--- src/rtl/scan_ctrl8.sv ---
// scan_ctrl8: prescaled 8-digit hex display scanner with frame-synced
// shadow register, leading-zero blanking and registered 7-seg outputs.
//
// Ports:
//   clk, rst_n         clock, synchronous active-low reset
//   en                 scan enable (freezes scan, blanks outputs when 0)
//   load, data_in[32]  strobe + new display word (digit i = [4i+3:4i])
//   mask[8]            per-digit enable, 0 blanks that digit
//   nib_in[4]          nibble returned from the external select8 mux
//   mux_data[32]       shadow word to mux datain
//   sel[3]             digit index to mux sel
//   an_n[8], seg_n[7]  registered active-low anodes / segments (gfedcba)
//   pend               a loaded word waits for the frame boundary
//   frame              one-cycle pulse following each 7->0 wrap
module scan_ctrl8 #(
    parameter int unsigned DIV = 50000,
    parameter bit          LZB = 1'b1
) (
    input  logic        clk,
    input  logic        rst_n,
    input  logic        en,
    input  logic        load,
    input  logic [31:0] data_in,
    input  logic [7:0]  mask,
    input  logic [3:0]  nib_in,
    output logic [31:0] mux_data,
    output logic [2:0]  sel,
    output logic [7:0]  an_n,
    output logic [6:0]  seg_n,
    output logic        pend,
    output logic        frame
);

    localparam logic [19:0] TERM = 20'(DIV - 1);

    logic [19:0] cnt_q, cnt_d;
    logic [2:0]  sel_q, sel_d;
    logic [31:0] shadow_q, shadow_d;
    logic [31:0] pending_q, pending_d;
    logic        pend_q, pend_d;
    logic        frame_q, frame_d;
    logic [7:0]  an_n_q, an_n_d;
    logic [6:0]  seg_n_q, seg_n_d;

    logic        tick;
    logic        wrap;
    logic        upper_zero;
    logic        blank;
    logic [6:0]  seg_dec;

    always_comb begin
        tick = en && (cnt_q == TERM);
        wrap = tick && (sel_q == 3'd7);

        cnt_d = cnt_q;
        if (en) begin
            cnt_d = tick ? 20'd0 : cnt_q + 20'd1;
        end
        sel_d   = tick ? sel_q + 3'd1 : sel_q;
        frame_d = wrap;

        // A load coinciding with the wrap bypasses the pending buffer so
        // the newest word is never deferred by a whole frame.
        shadow_d  = shadow_q;
        pending_d = pending_q;
        pend_d    = pend_q;
        if (load && wrap) begin
            shadow_d = data_in;
            pend_d   = 1'b0;
        end else if (wrap && pend_q) begin
            shadow_d = pending_q;
            pend_d   = 1'b0;
        end else if (load) begin
            pending_d = data_in;
            pend_d    = 1'b1;
        end

        // Slot is a leading zero when it and every higher nibble are 0.
        upper_zero = 1'b1;
        for (int i = 0; i < 8; i++) begin
            if (i >= int'(sel_q) && shadow_q[4*i +: 4] != 4'h0) begin
                upper_zero = 1'b0;
            end
        end
        blank = !mask[sel_q] ||
                (LZB && (sel_q != 3'd0) && upper_zero);

        seg_dec = 7'h7F;
        case (nib_in)
            4'h0: seg_dec = 7'h40;
            4'h1: seg_dec = 7'h79;
            4'h2: seg_dec = 7'h24;
            4'h3: seg_dec = 7'h30;
            4'h4: seg_dec = 7'h19;
            4'h5: seg_dec = 7'h12;
            4'h6: seg_dec = 7'h02;
            4'h7: seg_dec = 7'h78;
            4'h8: seg_dec = 7'h00;
            4'h9: seg_dec = 7'h10;
            4'hA: seg_dec = 7'h08;
            4'hB: seg_dec = 7'h03;
            4'hC: seg_dec = 7'h46;
            4'hD: seg_dec = 7'h21;
            4'hE: seg_dec = 7'h06;
            4'hF: seg_dec = 7'h0E;
            default: seg_dec = 7'h7F;
        endcase

        an_n_d  = 8'hFF;
        seg_n_d = 7'h7F;
        if (en && !blank) begin
            an_n_d  = ~(8'h01 << sel_q);
            seg_n_d = seg_dec;
        end
    end

    always_ff @(posedge clk) begin
        if (!rst_n) begin
            cnt_q     <= 20'd0;
            sel_q     <= 3'd0;
            shadow_q  <= 32'd0;
            pending_q <= 32'd0;
            pend_q    <= 1'b0;
            frame_q   <= 1'b0;
            an_n_q    <= 8'hFF;
            seg_n_q   <= 7'h7F;
        end else begin
            cnt_q     <= cnt_d;
            sel_q     <= sel_d;
            shadow_q  <= shadow_d;
            pending_q <= pending_d;
            pend_q    <= pend_d;
            frame_q   <= frame_d;
            an_n_q    <= an_n_d;
            seg_n_q   <= seg_n_d;
        end
    end

    assign mux_data = shadow_q;
    assign sel      = sel_q;
    assign an_n     = an_n_q;
    assign seg_n    = seg_n_q;
    assign pend     = pend_q;
    assign frame    = frame_q;

endmodule

--- config.mk ---
export PLATFORM = sky130hd
export DESIGN_NAME = scan_ctrl8
export DESIGN_NICKNAME = d
export VERILOG_FILES = /design/src/rtl/scan_ctrl8.sv
export SDC_FILE = /design/constraint.sdc
export NUM_CORES = 1
export LEC_CHECK = 0
export CORE_MARGIN = 5
export CORE_UTILIZATION = 40
export CTS_BUF_LIST = sky130_fd_sc_hd__clkbuf_8
export CTS_CLUSTER_SIZE = 28
export DETAILED_ROUTE_END_ITERATION = 10
export PLACE_DENSITY = 0.64
export SETUP_SLACK_MARGIN = 0.2
export SYNTH_ARGS = -nofsm -noshare
export SYNTH_HDL_FRONTEND = slang
export SYNTH_SLANG_ARGS = --single-unit
--- constraint.sdc ---
create_clock -name clk -period 4.2 [get_ports clk]
set_input_delay 0.63 -clock clk [delete_from_list [all_inputs] [get_ports clk]]
set_output_delay 0.63 -clock clk [all_outputs]
set_load 0.005 [all_outputs]
==> results.ini, run 1 <==
[run_status]
status=finished clean

[synthesis]
ys_warn_count=0
ys_seq_area_frac=0.431
syn_avg_cell_area_um2=8.54
yosysUniqueCellTypes=51
synthFlopType=dfxtp_1
synthCells=565
synth-edff-count=0
syn-cell-area_mm2=0.00483
async_reset_ff_frac=0
syn-num-nets=626
ys_ff_latch=104

[final_layout]
nFillCells=1146
instances_no_fill=796
multi_input_area_mm2=0.00243
stdcell_area_mm2=0.00611
antennaDiodeCount=0
fin_nets=705
seqCellArea_mm2=0.00208
final_util=0.513
drive_gt1_frac=0.0539
syn_to_final_growth_pct=26.7

[timing]
whs_ns=0.464
hold_viol=0
setup_violations=0
period_minus_slack_ns=2.74
skew_ns=0.0135
timing.slew.headroom=0.230
rsz0062_at_grt=false
tightest_slew_ns=1.14
post-route-period-util=0.653
slew_viol_final=0
fmax_mhz=365
final.setup.tns_ns=0

[global_routing]
grt_pass1_wl_mm=20.9
grt-ovfl-total=0
grt_max_degree=69
grt_pass1_vias=4152
antenna_found_initial=0
grt_util_all_layers=0.178

[die]
initial_core_util=0.405
die_area_mm2=0.0144
core_mm2=0.0119
die_h_um=120
io-pin-count=100
rows=40
die_width_um=120

[placed_design]
place_area_mm2=0.00590
hpwl_mm=8.91
io_buffers=99
place_congestion=0.848
dp_cells=780

[detailed_routing]
wl_per_cell_um=16.3
first_pass_iters=5
drcViolationCount=0
vias=4334
vias_per_cell=5.44
drt_wl_total_mm=13.0
detail-route-antenna-nets=0
drt_iter0_markers=334

[cts]
root_buffer=clkbuf_8
clk_latency_ns=0.38
ctsResizeCount=0
cts_setup_buffers=0
cts_tree=yes
cts_hold_buf=0
clockBufferDepth=2
cts_buffers=9
clkTransAtPathRegs_ns=0.10
htree_levels=3
clock-sinks=104

[critical_path]
critical_path.cell_chain=clkdlybuf4s50_1 > and4_1 > and4_1 > buf_4 > a21oi_1 > o32ai_1
crit_path_max_fanout=28
critPathLaunchType=primary input
r2r_slack_ns=1.78
reg2regPathDepth=5
r2r_end=mux_data[16]
endpoint_kind=register
reg2reg_from=cnt_q[15]
worstPathArrival_ns=3.02
crit_required_ns=4.48
cpMostUsedCell=and4_1
cp_slowest_cell=clkdlybuf4s50_1
cp_num_buf_inv=2
critPathKind=primary input to register
crit_family=buffers and inverters
worst_path_largest_cell_delay_ns=0.63

[min_path]
hp-class=register to register
hp-start=pending_q[20]
min_to=pending_q[20]
whs_path_depth=2

[pwr]
power_density_mw_per_mm2=306
leakage_nw=2.19
ir_drop_v=0.000175

[run]
drv_cap=0

## per-stage QoR
| stage | worst slack [ns] | total power (W) |
|---|---|---|
| floorplan | 2.01 | 0.00114 |
| global placement | 1.20 | 0.00122 |
| detailed placement | 1.11 | 0.00122 |
| CTS | 1.50 | 0.00189 |
| global route | 1.27 | 0.00195 |
| finish | 1.46 | 0.00187 |
## how the worst max path moves through the flow
stage                     startpoint  slack [ns]  cells past startpoint      endpoint
after floorplan                   en        2.01                      8  pending_q[0]
after global placement            en        1.20                      6  mux_data[30]
after detailed placement          en        1.11                      6  mux_data[16]
after CTS                         en        1.50                      6  mux_data[16]
after global routing              en        1.27                      6   mux_data[8]
final                             en        1.46                      6  mux_data[16]
## area by class of cell
| type | count | area share |
|---|---|---|
| Clock buffer | 12 | 0.0270 |
| Clock inverter | 4 | 0.00839 |
| Inverter | 41 | 0.0252 |
| Multi-Input combinational cell | 381 | 0.398 |
| Sequential cell | 104 | 0.340 |
| Tap cell | 147 | 0.0301 |
| Timing Repair Buffer | 107 | 0.171 |
## cells in the mapped netlist, types with 2 or more instances
library cell / count / area (um^2)
dfxtp_1: 104 / 2080
nand2_1: 79 / 297
nor2_1: 49 / 184
a21oi_1: 47 / 235
inv_1: 40 / 150
mux2i_1: 32 / 320
o32ai_1: 32 / 280
clkbuf_1: 22 / 82.6
ha_1: 13 / 163
o21ai_0: 13 / 65.1
buf_2: 12 / 60.1
nand3_1: 12 / 60.1
o211ai_1: 12 / 90.1
or4_1: 9 / 67.6
nand4_1: 8 / 50.1
nor4_1: 7 / 43.8
nand2b_1: 6 / 37.5
xnor2_1: 6 / 52.6
and4_1: 5 / 43.8
nor3_1: 5 / 25.0
or3_1: 5 / 31.3
xor2_1: 5 / 43.8
and2_1: 4 / 25.0
o31ai_1: 4 / 30.0
buf_4: 3 / 22.5
a22oi_1: 2 / 15.0
buf_1: 2 / 7.51
mux4_2: 2 / 45.0
nor2b_1: 2 / 12.5
nor3b_1: 2 / 15.0
## state kept, by name, indices dropped and copies added (netlist names)
| signal | flops |
|---|---|
| pend | 1 |
| frame | 1 |
| cnt_q | 20 |
| an_n | 8 |
| seg_n | 7 |
| mux_data | 32 |
| sel | 3 |
| pending_q | 32 |
## where the power goes
group / switching [W] / total (W) / internal (W)
clock network: 0.000350 / 0.000675 / 0.000325
logic: 0.0000886 / 0.000177 / 0.0000885
registers: 0.0000124 / 0.00102 / 0.00101
## tightest hold or removal path, cell delays in order, from the launching register on
cell and delay [ns]:
dfxtp_1 0.32, nand2_1 0.05, mux2i_1 0.05
## routing by layer
| layer | track usage | part of all wire | vias to the layer above |
|---|---|---|---|
| met2 | 0.289 | 0.48 | 119 |
| met1 | 0.234 | 0.45 | 2059 |
| li1 | - | - | 2146 |
| met3 | 0.0471 | 0.058 | 10 |
| met4 | 0.0523 | 0.014 | 0 |
| met5 | 0 | 0 | - |
## kinds of logic after synthesis
family / Yosys count / synth area share
AOI/OAI and AO/OA: 119 / 0.167
xor gates and xnor gates: 11 / 0.0200
adders and majority gates: 13 / 0.0337
buffers and inverters: 80 / 0.0677
DFF: 104 / 0.431
muxes: 35 / 0.0780
and+or+nand+nor: 203 / 0.202
## cell usage in the layout, fill, tap and decap left out, types with 13 or more instances in the layout
cell               n
a21oi_1           47
clkdlybuf4s50_1   98
dfxtp_1          104
ha_1              13
inv_1             40
mux2i_1           32
nand2_1           79
nor2_1            49
o21ai_0           13
o32ai_1           32
No activity file was read; power rests on OpenSTA's default activity.
==> run 2: changes to the inputs <==
==> constraint.sdc (replaced) <==
create_clock -name clk -period 2.72 [get_ports clk]
set_input_delay 0.408 -clock clk [delete_from_list [all_inputs] [get_ports clk]]
set_output_delay 0.408 -clock clk [all_outputs]
set_load 0.005 [all_outputs]
==> run 2 against run 1 <==
  * Routed wire length decreased by 2.3%
  * Combinational power increased by 57%
  * Utilization increased by 0.39 points
  * Clock skew decreased by 0.0052 ns
==> results.ini, run 2 (synthesis gave the netlist of run 1 again) <==
[die]
initial_core_util=0.405  ; unchanged
die_width_um=120  ; unchanged
die_area_mm2=0.0144  ; unchanged
io-pin-count=100  ; unchanged
die_h_um=120  ; unchanged
core_mm2=0.0119  ; unchanged
rows=40  ; unchanged

[critical_path]
reg2reg_from=sel[1]
cp_num_buf_inv=2  ; unchanged
crit_required_ns=3.01  ; -1.47 ns
worst_path_largest_cell_delay_ns=0.57  ; -0.06 ns
endpoint_kind=register
reg2regPathDepth=7  ; +2
crit_family=simple AND/OR/NAND/NOR gates
cp-startpoint=sel[1]
worstPathArrival_ns=2.56  ; -0.46 ns
critPathLaunchType=register
path_depth=7  ; +1
critical_path.cell_chain=inv_1 > ha_1 > or4_1 > nor3_1 > a311oi_1 > buf_4 > o211ai_1
cp_slowest_cell=dfxtp_1
crit_path_max_fanout=11  ; -61%
critPathKind=register to register

[timing]
setup_violations=0  ; unchanged
skew_ns=0.00821  ; -0.00524 ns
rsz0062_at_grt=false
slew_viol_final=0  ; unchanged
period_minus_slack_ns=2.27
tightest_slew_ns=0.746  ; -0.395 ns
post-route-period-util=0.836
timing.slew.headroom=0.498  ; +0.269
fmax_mhz=440
final.setup.tns_ns=0  ; unchanged
hold_viol=0  ; unchanged

[placed_design]
io_buffers=99  ; unchanged
hpwl_mm=8.74  ; -1.9%
dp_cells=786  ; +0.77%
place_congestion=0.800  ; -5.7%

[cts]
cts_hold_buf=0  ; unchanged
cts_setup_buffers=0  ; unchanged
clockBufferDepth=2  ; unchanged
clkTransAtPathRegs_ns=0.09  ; about the same
htree_levels=3  ; unchanged
ctsResizeCount=0  ; unchanged
root_buffer=clkbuf_8
clock-sinks=104  ; unchanged
clk_latency_ns=0.37  ; about the same
cts_buffers=9  ; unchanged
cts_tree=yes

[final_layout]
final_common_cell=dfxtp_1
syn_to_final_growth_pct=27.7
fin_nets=711  ; +0.85%
drive_gt1_frac=0.0580  ; +0.00409
final_cell_mix=dfxtp_1 (104), clkdlybuf4s50_1 (98), nand2_1 (79)
nFillCells=1147  ; +0.087%
instances_no_fill=802  ; +0.75%
antennaDiodeCount=0  ; unchanged

[pwr]
leakage_nw=2.23  ; +1.8%
ir_drop_v=0.000229  ; +31%
power_density_mw_per_mm2=449  ; +47%

[global_routing]
antenna_found_initial=0  ; unchanged
grt_pass1_wl_mm=20.6  ; -1.7%
grt_util_all_layers=0.177  ; -0.00174
grt-ovfl-total=0  ; unchanged
grt_pass1_vias=4119  ; -0.79%
grt_max_degree=52  ; -25%

[min_path]
hp-start=pending_q[0]
whs_path_depth=2  ; unchanged
hp-class=register to register

[detailed_routing]
drt_wl_total_mm=12.7  ; -2.3%
vias_per_cell=5.41  ; -0.73%
drcViolationCount=0  ; unchanged
drt_iter0_markers=364  ; +9.0%
first_pass_iters=4  ; -1
vias=4335  ; +0.023%
detail-route-antenna-nets=0  ; unchanged
wl_per_cell_um=15.8  ; -3.0%

[run]
drv_cap=0  ; unchanged

[run_status]
status=finished clean

==> run 2: cell types whose count changed in the layout (fill, tap and decap cells not counted) <==
cell and delta:
buf_12 +3, buf_4 +3, clkbuf_8 -3, clkinv_2 +2, clkinv_4 -1, clkinvlp_4 -1
inv_1 +3
==> run 2: cell type report <==
| class | count | area (um^2) | area share |
|---|---|---|---|
| clock buffer | 9 | 124 | 0.0201 |
| multi-input combinational | 381 | 2430 | 0.395 |
| sequential | 104 | 2080 | 0.338 |
| inverter | 41 | 154 | 0.0250 |
| clock inverter | 7 | 56.3 | 0.00914 |
| tap | 147 | 184 | 0.0299 |
| timing repair buffer | 113 | 1130 | 0.183 |
==> run 2: report_power, final <==
group	total, W	internal (W)	switching, W
sequential	0.00158	0.00156	0.0000186
combinational	0.000278	0.000141	0.000137
clock	0.000913	0.000412	0.000501
==> run 2: worst paths after layout <==
path,to,slack [ns]
worst min register to register,pending_q[0],0.46
worst min-delay path,pending_q[0],0.46
worst max register to register,seg_n[3],0.45
worst max-delay path,seg_n[3],0.45
==> run 2: per-layer routing <==
layer / up-vias / share of wire / wire [um] / GRT usage
met5: - / 0 / 0 / 0
met2: 117 / 0.48 / 6040 / 0.294
li1: 2161 / - / - / -
met3: 11 / 0.050 / 631 / 0.0405
met1: 2046 / 0.46 / 5870 / 0.230
met4: 0 / 0.010 / 130 / 0.0494
==> run 2: through the flow <==
stage	total power, W	util	setup slack, ns	hold WS, ns	cell area [um^2]
2_1_floorplan	0.00176	-	0.720	0.434	4830
5_1_grt	0.00289	0.517	0.314	0.474	6160
3_5_place_dp	0.00189	0.502	0.280	0.447	5980
6_report	0.00277	0.517	0.446	0.460	6160
3_3_place_gp	0.00188	0.502	0.328	0.441	5980
4_1_cts	0.00280	0.517	0.442	0.462	6160
==> run 2: worst register-to-register path: stages, from the launching register on <==
cell      delay, ns
dfxtp_1        0.57
inv_1          0.17
ha_1           0.30
or4_1          0.44
nor3_1         0.21
a311oi_1       0.13
buf_4          0.19
o211ai_1       0.18
==> run 3: changes to the inputs <==
--- a/config.mk
+++ b/config.mk
@@ -10,7 +10,7 @@
 export CTS_BUF_LIST = sky130_fd_sc_hd__clkbuf_8
 export CTS_CLUSTER_SIZE = 28
 export DETAILED_ROUTE_END_ITERATION = 10
-export PLACE_DENSITY = 0.64
+export PLACE_DENSITY = 0.66
 export SETUP_SLACK_MARGIN = 0.2
 export SYNTH_ARGS = -nofsm -noshare
 export SYNTH_HDL_FRONTEND = slang
==> constraint.sdc (replaced) <==
create_clock -name clk -period 1.8 [get_ports clk]
set_input_delay 0.27 -clock clk [delete_from_list [all_inputs] [get_ports clk]]
set_output_delay 0.27 -clock clk [all_outputs]
set_load 0.005 [all_outputs]
==> run 3 against run 2 <==
  * The flow now finishes with violations (setup timing)
  * Routed wire length up 19%
  * Sequential power up 51%
  * Global-route usage up 1.2 points
  * Critical path type unchanged
  * Critical endpoint is now mux_data[25]
  * Clock skew up 0.00097 ns
  * Count of clock-buffer cells in the layout unchanged
  * Highest routed layer unchanged
  * Utilization up 10 points
==> results.ini, run 3 (synthesis gave the netlist of run 1 again) <==
[global_routing]
grt_pass1_vias=4567  ; +11%
grt-ovfl-total=0  ; unchanged
grt_max_degree=41  ; -21%
grt_pass1_wl_mm=22.2  ; +8.0%
antenna_found_initial=0  ; unchanged
grt_util_all_layers=0.189  ; +0.0121

[final_layout]
stdcell_area_mm2=0.00736  ; +19%
syn_to_final_growth_pct=52.5
final_common_cell=clkdlybuf4s50_1
seqCellArea_mm2=0.00212  ; +1.7%
final_cell_mix=clkdlybuf4s50_1 (94), dfxtp_1 (79), nand2_1 (78)
drive_gt1_frac=0.270  ; +0.212
fin_nets=776  ; +9.1%
multi_input_area_mm2=0.00282  ; +16%
antennaDiodeCount=0  ; unchanged
nFillCells=986  ; -14%

[timing]
fmax_mhz=513  ; +17%
final.setup.tns_ns=-4.32  ; -4.32 ns
rsz0062_at_grt=true
timing.slew.headroom=0.647  ; +0.149
tightest_slew_ns=0.524  ; -0.222 ns
slew_viol_final=0  ; unchanged
setup_violations=65  ; +65
hold_viol=0  ; unchanged
post-route-period-util=1.08  ; +0.247
fin_ws_ns=-0.149  ; -0.596 ns
period_minus_slack_ns=1.95  ; -0.324 ns
skew_ns=0.00918  ; +0.000972 ns

[cts]
root_buffer=clkbuf_8
clock-sinks=104  ; unchanged
cts_buffers=9  ; unchanged
clkTransAtPathRegs_ns=0.10  ; about the same
htree_levels=3  ; unchanged
cts_tree=yes
clockBufferDepth=2  ; unchanged
clk_latency_ns=0.38  ; about the same

[critical_path]
worst_path_largest_cell_delay_ns=0.56  ; about the same
critical_path.cell_chain=or4_4 > buf_6 > nor3_4 > buf_6 > buf_12 > a21oi_1 > o32ai_1
cp_slowest_cell=or4_4
reg2reg_from=cnt_q[12]
cpMostUsedCell=buf_6
endpoint_kind=register
crit_path_max_fanout=8  ; -3
crit_family=simple AND/OR/NAND/NOR gates
crit_required_ns=2.08  ; -0.93 ns
critPathLaunchType=register
worstPathArrival_ns=2.23  ; -0.33 ns
cp-startpoint=cnt_q[12]
cp_num_buf_inv=3  ; +1
critPathKind=register to register

[run]
drv_cap=0  ; unchanged

[pwr]
power_density_mw_per_mm2=611  ; +36%
leakage_nw=2.72  ; +22%
ir_drop_v=0.000357  ; +56%

[detailed_routing]
drt_wl_total_mm=15.1  ; +19%
vias_per_cell=5.44  ; +0.66%
drt_iter0_markers=374  ; +2.7%
detail-route-antenna-nets=0  ; unchanged
wl_per_cell_um=17.4  ; +10%
drcViolationCount=0  ; unchanged
first_pass_iters=5  ; +1
vias=4712  ; +8.7%

[placed_design]
place_congestion=0.866  ; +8.3%
hpwl_mm=9.67  ; +11%
dp_slack_ns=-0.276  ; -0.556 ns
place_area_mm2=0.00645  ; +7.9%
io_buffers=99  ; unchanged

[min_path]
hp-start=rst_n
hp-class=primary input to register

[die]
initial_core_util=0.405  ; unchanged
die_width_um=120  ; unchanged
core_mm2=0.0119  ; unchanged
die_h_um=120  ; unchanged
die_area_mm2=0.0144  ; unchanged
io-pin-count=100  ; unchanged
rows=40  ; unchanged

[run_status]
status=finished, violations left
violations=setup timing

[run 3: cell types whose count changed in the layout (fill, tap and decap cells not counted), sizes merged]
cell,delta
bufbuf,+1
clkinv,-3
dlygate4sd2,+4
clkinvlp,+2
bufinv,+1
or2,+1
inv,-1
clkdlybuf4s50,-4
buf,+59
clkbuf,+4
[run 3: worst register-to-register path: stages, from the launching register on]
cell     delay, ns
dfxtp_2       0.33
or4_4         0.56
buf_6         0.14
nor3_4        0.21
buf_6         0.15
buf_12        0.14
a21oi_1       0.09
o32ai_1       0.23
[run 3: worst paths after layout]
kind                            depth (start not counted)           end  slack, ns
worst min register to register                          2  pending_q[6]       0.47
worst max register to register                          7  mux_data[25]      -0.15
worst min-delay path                                    4     cnt_q[11]       0.39
worst max-delay path                                    7  mux_data[25]      -0.15
[run 3: layer usage]
layer  vias to the layer above  share of wire  GRT usage  wire, um
met5                         -              0          0         0
met4                         0          0.017     0.0580       250
met3                        24          0.062     0.0438       935
met2                       157           0.48      0.308      7260
met1                      2242           0.44      0.249      6630
li1                       2289              -          -         -
[run 3: stage by stage]
step           instances  hold slack (ns)  power, W  utilization
2_1_floorplan        565            0.412   0.00267            -
3_3_place_gp         831            0.442   0.00287        0.542
3_5_place_dp         831            0.447   0.00289        0.542
4_1_cts              851            0.349   0.00446        0.574
5_1_grt              866            0.389   0.00468        0.618
6_report             866            0.390   0.00450        0.618
[run 3: cell type report]
type | count | share of cell area
multi-input cells | 382 | 0.383
flip-flops and latches | 104 | 0.288
repair buffers | 177 | 0.255
well taps | 147 | 0.0250
inverters | 41 | 0.0213
clock buffers | 9 | 0.0168
clock inverters | 6 | 0.0116
[run 3: report_power, final]
part	total (W)	internal (W)	switching [W]
Combinational	0.000531	0.000284	0.000247
Sequential	0.00239	0.00235	0.0000351
Clock	0.00158	0.000772	0.000807
[run 3: repair_timing]
item	in CTS	in global routing
pin swaps	3	45
gates resized for setup	32	80
hold buffers	0	0
buffers inserted	3	8
cloned	2	7
endpoints found under the hold margin	0	0
endpoints found under the setup margin	109	115
